$ cat src/rtl/mul_sign_pkg.sv
// Shared types and constants for the signed Q-format multiplier.
// Word width, fraction width, FSM encoding and the magnitude helper live here.
package mul_sign_pkg;

    localparam int N     = 32;
    localparam int Q     = 15;
    localparam int CNT_W = $clog2(N + 1);

    typedef enum logic [1:0] {
        IDLE = 2'd0,
        CALC = 2'd1,
        DONE = 2'd2
    } state_t;

    // N-bit magnitude; the most negative word maps to 2^(N-1) without loss.
    function automatic logic [N-1:0] mag_of(input logic [N-1:0] word);
        return word[N-1] ? (~word + N'(1)) : word;
    endfunction

endpackage

$ cat src/rtl/mul_sign_if.sv
// Start/complete handshake and operand/result bus of the signed multiplier.
// The master side is the ALU sequencer, the slave side is mul_sign.
interface mul_sign_if;

    logic                       i_start;
    logic [mul_sign_pkg::N-1:0] i_multiplicand_sign;
    logic [mul_sign_pkg::N-1:0] i_multiplier_sign;
    logic                       o_busy;
    logic                       o_complete;
    logic [mul_sign_pkg::N-1:0] o_product_sign;
    logic                       o_overflow;

    modport master (
        output i_start, i_multiplicand_sign, i_multiplier_sign,
        input  o_busy, o_complete, o_product_sign, o_overflow
    );

    modport slave (
        input  i_start, i_multiplicand_sign, i_multiplier_sign,
        output o_busy, o_complete, o_product_sign, o_overflow
    );

endinterface

$ cat src/rtl/mul_sign_qmul_core.sv
// Unsigned iterative shift-add multiplier core, one partial product per cycle.
// done is high during the final iteration, so product is complete one cycle later.
module qmul_core
    import mul_sign_pkg::*;
(
    input  logic           clk,
    input  logic           srst,
    input  logic           start,
    input  logic [N-1:0]   multiplicand,
    input  logic [N-1:0]   multiplier,
    output logic           done,
    output logic [2*N-1:0] product
);

    logic [2*N-1:0]   acc_reg, acc_next;
    logic [N-1:0]     mcand_reg;
    logic [N-1:0]     mplr_reg, mplr_next;
    logic [CNT_W-1:0] count_reg, count_next;
    logic [N:0]       upper_sum;

    always_comb begin
        // The carry out of the upper half becomes the new MSB after the shift.
        upper_sum  = {1'b0, acc_reg[2*N-1:N]} + (mplr_reg[0] ? {1'b0, mcand_reg} : '0);
        acc_next   = acc_reg;
        mplr_next  = mplr_reg;
        count_next = count_reg;
        if (start) begin
            acc_next   = '0;
            mplr_next  = multiplier;
            count_next = CNT_W'(N);
        end else if (count_reg != '0) begin
            acc_next   = {upper_sum, acc_reg[N-1:1]};
            mplr_next  = mplr_reg >> 1;
            count_next = count_reg - CNT_W'(1);
        end
    end

    always_ff @(posedge clk) begin
        if (srst) begin
            acc_reg   <= '0;
            mcand_reg <= '0;
            mplr_reg  <= '0;
            count_reg <= '0;
        end else begin
            acc_reg   <= acc_next;
            mplr_reg  <= mplr_next;
            count_reg <= count_next;
            if (start) begin
                mcand_reg <= multiplicand;
            end
        end
    end

    assign done    = (count_reg == CNT_W'(1));
    assign product = acc_reg;

endmodule

$ cat src/rtl/mul_sign.sv
// Signed Q-format sequential multiplier: sign/magnitude wrapper around qmul_core.
// Define MUL_SIGN_SAT_EN to saturate overflowing products instead of wrapping.
module mul_sign
    import mul_sign_pkg::*;
(
    input  logic        i_clk,
    input  logic        i_rst,
    mul_sign_if.slave   bus
);

    localparam int MW = 2 * N - Q;
    localparam logic [MW-1:0] POS_LIM = {{(N - Q){1'b0}}, 1'b0, {(N - 1){1'b1}}};
    localparam logic [MW-1:0] NEG_LIM = {{(N - Q){1'b0}}, 1'b1, {(N - 1){1'b0}}};

    state_t         state_reg, state_next;
    logic           core_start, core_done, load_result, busy;
    logic [2*N-1:0] core_product;
    logic [MW-1:0]  mag;
    logic [N-1:0]   mag_lo, wrap_val, result_calc;
    logic           is_neg, overflow_calc;
    logic           unused_frac;
    logic           sign_reg;
    logic [N-1:0]   product_reg;
    logic           overflow_reg, complete_reg;

    qmul_core u_core (
        .clk          (i_clk),
        .srst         (i_rst),
        .start        (core_start),
        .multiplicand (mag_of(bus.i_multiplicand_sign)),
        .multiplier   (mag_of(bus.i_multiplier_sign)),
        .done         (core_done),
        .product      (core_product)
    );

    always_ff @(posedge i_clk) begin
        if (i_rst) begin
            state_reg <= IDLE;
        end else begin
            state_reg <= state_next;
        end
    end

    always_comb begin
        state_next = state_reg;
        case (state_reg)
            IDLE:    if (bus.i_start) state_next = CALC;
            CALC:    if (core_done)   state_next = DONE;
            DONE:    state_next = IDLE;
            default: state_next = IDLE;
        endcase
    end

    always_comb begin
        core_start  = (state_reg == IDLE) && bus.i_start;
        load_result = (state_reg == DONE);
        busy        = (state_reg != IDLE);
    end

    // Dropping the fraction bits of the magnitude truncates toward zero.
    assign mag         = core_product[2*N-1:Q];
    assign unused_frac = ^core_product[Q-1:0];
    assign mag_lo      = mag[N-1:0];
    assign is_neg      = sign_reg && (mag != '0);
    assign overflow_calc = is_neg ? (mag > NEG_LIM) : (mag > POS_LIM);
    assign wrap_val    = is_neg ? (~mag_lo + N'(1)) : mag_lo;

`ifdef MUL_SIGN_SAT_EN
    assign result_calc = !overflow_calc ? wrap_val :
                         (is_neg ? {1'b1, {(N - 1){1'b0}}} : {1'b0, {(N - 1){1'b1}}});
`else
    assign result_calc = wrap_val;
`endif

    always_ff @(posedge i_clk) begin
        if (i_rst) begin
            sign_reg     <= 1'b0;
            product_reg  <= '0;
            overflow_reg <= 1'b0;
            complete_reg <= 1'b0;
        end else begin
            complete_reg <= load_result;
            if (core_start) begin
                sign_reg <= bus.i_multiplicand_sign[N-1] ^ bus.i_multiplier_sign[N-1];
            end
            if (load_result) begin
                product_reg  <= result_calc;
                overflow_reg <= overflow_calc;
            end
        end
    end

    assign bus.o_busy         = busy;
    assign bus.o_complete     = complete_reg;
    assign bus.o_product_sign = product_reg;
    assign bus.o_overflow     = overflow_reg;

endmodule

$ cat src/flat_wrapper.sv
// flat-port wrapper written by rule: the top's interface ports become plain ports
module mul_sign_flat import mul_sign_pkg::*;
  (i_clk, i_rst, bus_i_start, bus_i_multiplicand_sign, bus_i_multiplier_sign, bus_o_busy, bus_o_complete, bus_o_product_sign, bus_o_overflow);
  mul_sign_if bus_i ();
  input  logic i_clk;
  input  logic i_rst;
  input wire logic [$bits(bus_i.i_start)-1:0] bus_i_start;
  input wire logic [$bits(bus_i.i_multiplicand_sign)-1:0] bus_i_multiplicand_sign;
  input wire logic [$bits(bus_i.i_multiplier_sign)-1:0] bus_i_multiplier_sign;
  output wire logic [$bits(bus_i.o_busy)-1:0] bus_o_busy;
  output wire logic [$bits(bus_i.o_complete)-1:0] bus_o_complete;
  output wire logic [$bits(bus_i.o_product_sign)-1:0] bus_o_product_sign;
  output wire logic [$bits(bus_i.o_overflow)-1:0] bus_o_overflow;
  assign bus_i.i_start = bus_i_start;
  assign bus_i.i_multiplicand_sign = bus_i_multiplicand_sign;
  assign bus_i.i_multiplier_sign = bus_i_multiplier_sign;
  assign bus_o_busy = bus_i.o_busy;
  assign bus_o_complete = bus_i.o_complete;
  assign bus_o_product_sign = bus_i.o_product_sign;
  assign bus_o_overflow = bus_i.o_overflow;
  mul_sign u_core (.i_clk(i_clk), .i_rst(i_rst), .bus(bus_i));
endmodule
$ cat config.mk
export PLATFORM = sky130hd
export DESIGN_NAME = mul_sign_flat
export DESIGN_NICKNAME = d
export VERILOG_FILES = /design/src/rtl/mul_sign_pkg.sv /design/src/rtl/mul_sign_if.sv /design/src/rtl/mul_sign_qmul_core.sv /design/src/rtl/mul_sign.sv /design/src/flat_wrapper.sv
export SDC_FILE = /design/constraint.sdc
export NUM_CORES = 1
export LEC_CHECK = 0
export ABC_AREA = 1
export BUFFER_PORTS_ARGS = -buffer_cell sky130_fd_sc_hd__buf_2
export CORE_MARGIN = 3
export CORE_UTILIZATION = 53
export CTS_CLUSTER_DIAMETER = 40
export DETAILED_ROUTE_END_ITERATION = 7
export GPL_TIMING_DRIVEN = 0
export PLACE_DENSITY_LB_ADDON = 0.25
export SLEW_MARGIN = 15
export SYNTH_ARGS = -nofsm -noshare
export SYNTH_HDL_FRONTEND = slang
export SYNTH_HIERARCHICAL = 1
export SYNTH_SLANG_ARGS = --single-unit
$ cat constraint.sdc
create_clock -name i_clk -period 3.9 [get_ports i_clk]
set_clock_uncertainty 0.15 [all_clocks]
set_input_delay 0.585 -clock i_clk [delete_from_list [all_inputs] [get_ports i_clk]]
set_output_delay 0.585 -clock i_clk [all_outputs]
set_load 0.05 [all_outputs]
==> results.cfg <==
[outcome]
status = complete, no violations

[drt]
drc = 0
first_pass_iters = 5
wl_per_cell_um = 13.80
dr_total_vias = 12412
post_drt_via_cell_ratio = 5.131
drtIter0Drc = 919
ant_nets = 0
wl_um = 33370

[floorplan]
rows = 53
core_area_um2 = 21350
die_y_um = 154.7
die_x_um = 154.7
die_area_um2 = 23920
top_level_ports = 102
start_util_pct = 54.85

[critical_path]
cp_slowest_stage_delay_ns = 0.43
worstRegToRegCells = 15
cp_max_fo = 10
crit_path_end_kind = flop
crit_arrival_ns = 3.27
cpMaxStageDelayCell = clkbuf_1
r2r_slack_ns = 0.82
crit_chain = clkbuf_1, clkbuf_1, nand2_1, inv_1, ha_1, fa_1, nand3_1, nand3_1, nand3_1, nand3_1, nand3_1, nand3_1, nand3_1, nand2_1, inv_1
start_kind = flop
required_ns = 4.09
r2r-end = u_core/u_core/product[51]$_SDFFE_PP0P_
endpoint = u_core/u_core/product[51]$_SDFFE_PP0P_
rr_startpoint = u_core/u_core/mplr_reg[0]$_SDFFE_PP0P_
crit_top_cell = nand3_1
critical_path.startpoint = u_core/u_core/mplr_reg[0]$_SDFFE_PP0P_
path_class = flop to flop

[clocking]
clkSinkCount = 156
cts_made_buffers = 17
clk_pin_slew_ns = 0.07
h-tree-depth = 4
ctsResizeCount = 0
cts_buffer_depth = 2
cts_root_buf = clkbuf_16
cts_tree = yes
clk_latency_ns = 0.44
hold_buffers = 0
postCtsSetupBuffers = 0

[timing]
clock.fmax_mhz = 324.8
hold_violations = 0
min_period_ns = 3.078
setup-tns-final_ns = 0
timing.final.crit_share_pct = 78.93
finalSetupViolCount = 0
rsz0062_at_grt = false
slew_headroom_pct = 48.31
tightest_slew_ns = 0.7672
drv_slew = 0

[placed_design]
dpl.hpwl_um = 26500
placed_area_um2 = 12560
io_buffers = 100
gp_congestion = 0.9828

[synthesis]
syn-num-nets = 2118
syn_area_um2 = 11710
yosys_warnings = 6
avgSynthCellArea_um2 = 5.821
syn-instance-count = 2012

[job]
drv_cap = 0

[power]
leakagePower_nw = 7.127
cellPowerDensity_nw_per_um2 = 696.2
ir_drop_mv = 0.3842

[global_routing]
antenna_found_initial = 0
grt_pass1_vias = 11731
gr-total-overflow = 0
grt_max_degree = 20
grt_pass1_wl_um = 55520
grtUsageTotal_pct = 28.09

[final_layout]
syn2layout_area_growth_pct = 12.40
register_area_um2 = 3123
fillCellCount = 2166
n_antenna_cell = 0
fin_nets = 2237
multiInputGateArea_um2 = 7162
largest_register_ff_count = 49
layout-drive-gt1-share_pct = 9.375
fin_area_um2 = 13160

[hold_path]
hold_class = input port to flop
layout make-up:
cell class	instances	share of cell area, %
well taps	275	2.614
inverters	282	8.060
flip-flops and latches	156	23.72
repair buffers	100	3.802
plain buffers	71	2.775
clock buffers	17	3.232
multi-input cells	1503	54.41
clock inverters	15	1.388
worst max-delay path: cells and delay by family (launching register included):
family | cells | cell delay [ns]
simple gates | 9 | 1.00
flops | 1 | 0.31
buf+inv | 4 | 0.92
fa+ha+maj | 2 | 0.58
per-stage QoR:
stage	worst slack (ns)	power, W	utilization [%]	hold slack (ns)	std cells
floorplan	1.579	0.006072	-	0.2897	2012
global placement	0.9021	0.007299	58.80	0.2988	2387
detailed placement	0.8774	0.007373	58.80	0.3047	2387
CTS	0.8457	0.009112	61.65	0.2935	2419
global route	0.5405	0.009955	61.65	0.3004	2419
finish	0.8216	0.009164	61.65	0.3043	2419
where the power goes:
part           total, W  leakage [nW]  internal, W  switching (W)
Clock           0.00169         0.294     0.000876       0.000817
Combinational   0.00496          5.56      0.00168        0.00329
Sequential      0.00251          1.27      0.00196       0.000544
metal layers:
| layer | up-vias | global-route usage (%) | routed length, um |
|---|---|---|---|
| met5 | - | 0 | 0 |
| li1 | 6493 | - | - |
| met4 | 0 | 12.95 | 1464 |
| met2 | 342 | 47.42 | 15480 |
| met1 | 5494 | 35.54 | 14840 |
| met3 | 83 | 3.917 | 1588 |
layout by cell type (no fill, tap or decap), drive strengths merged, types with 3 or more instances in the layout:
| cell | n |
|---|---|
| a21oi | 77 |
| a31oi | 35 |
| buf | 134 |
| clkbuf | 54 |
| clkinv | 4 |
| dfxtp | 156 |
| ha | 38 |
| inv | 292 |
| nand2 | 637 |
| nand3 | 162 |
| nand3b | 7 |
| nand4 | 12 |
| nor2 | 338 |
| nor3 | 16 |
| o211ai | 3 |
| o21ai | 74 |
| o21bai | 8 |
| o31ai | 3 |
| or2 | 3 |
| xnor2 | 16 |
| xor2 | 70 |
how the worst min path moves through the flow:
stage                                                  from                                 endpoint  slack, ns  depth (start not counted)
finish                             bus_i_multiplier_sign[0]   u_core/u_core/mplr_reg[0]$_SDFFE_PP0P_       0.30                          3
global route                     bus_i_multiplicand_sign[0]  u_core/u_core/mcand_reg[0]$_SDFFE_PP0P_       0.30                          3
CTS                              bus_i_multiplicand_sign[0]  u_core/u_core/mcand_reg[0]$_SDFFE_PP0P_       0.29                          3
detailed placement  u_core/u_core/mcand_reg[4]$_SDFFE_PP0P_  u_core/u_core/mcand_reg[4]$_SDFFE_PP0P_       0.30                          2
global placement    u_core/u_core/mplr_reg[31]$_SDFFE_PP0P_  u_core/u_core/mplr_reg[31]$_SDFFE_PP0P_       0.30                          2
floorplan           u_core/u_core/mplr_reg[31]$_SDFFE_PP0P_  u_core/u_core/mplr_reg[31]$_SDFFE_PP0P_       0.29                          2
No activity file was read; power rests on OpenSTA's default activity.
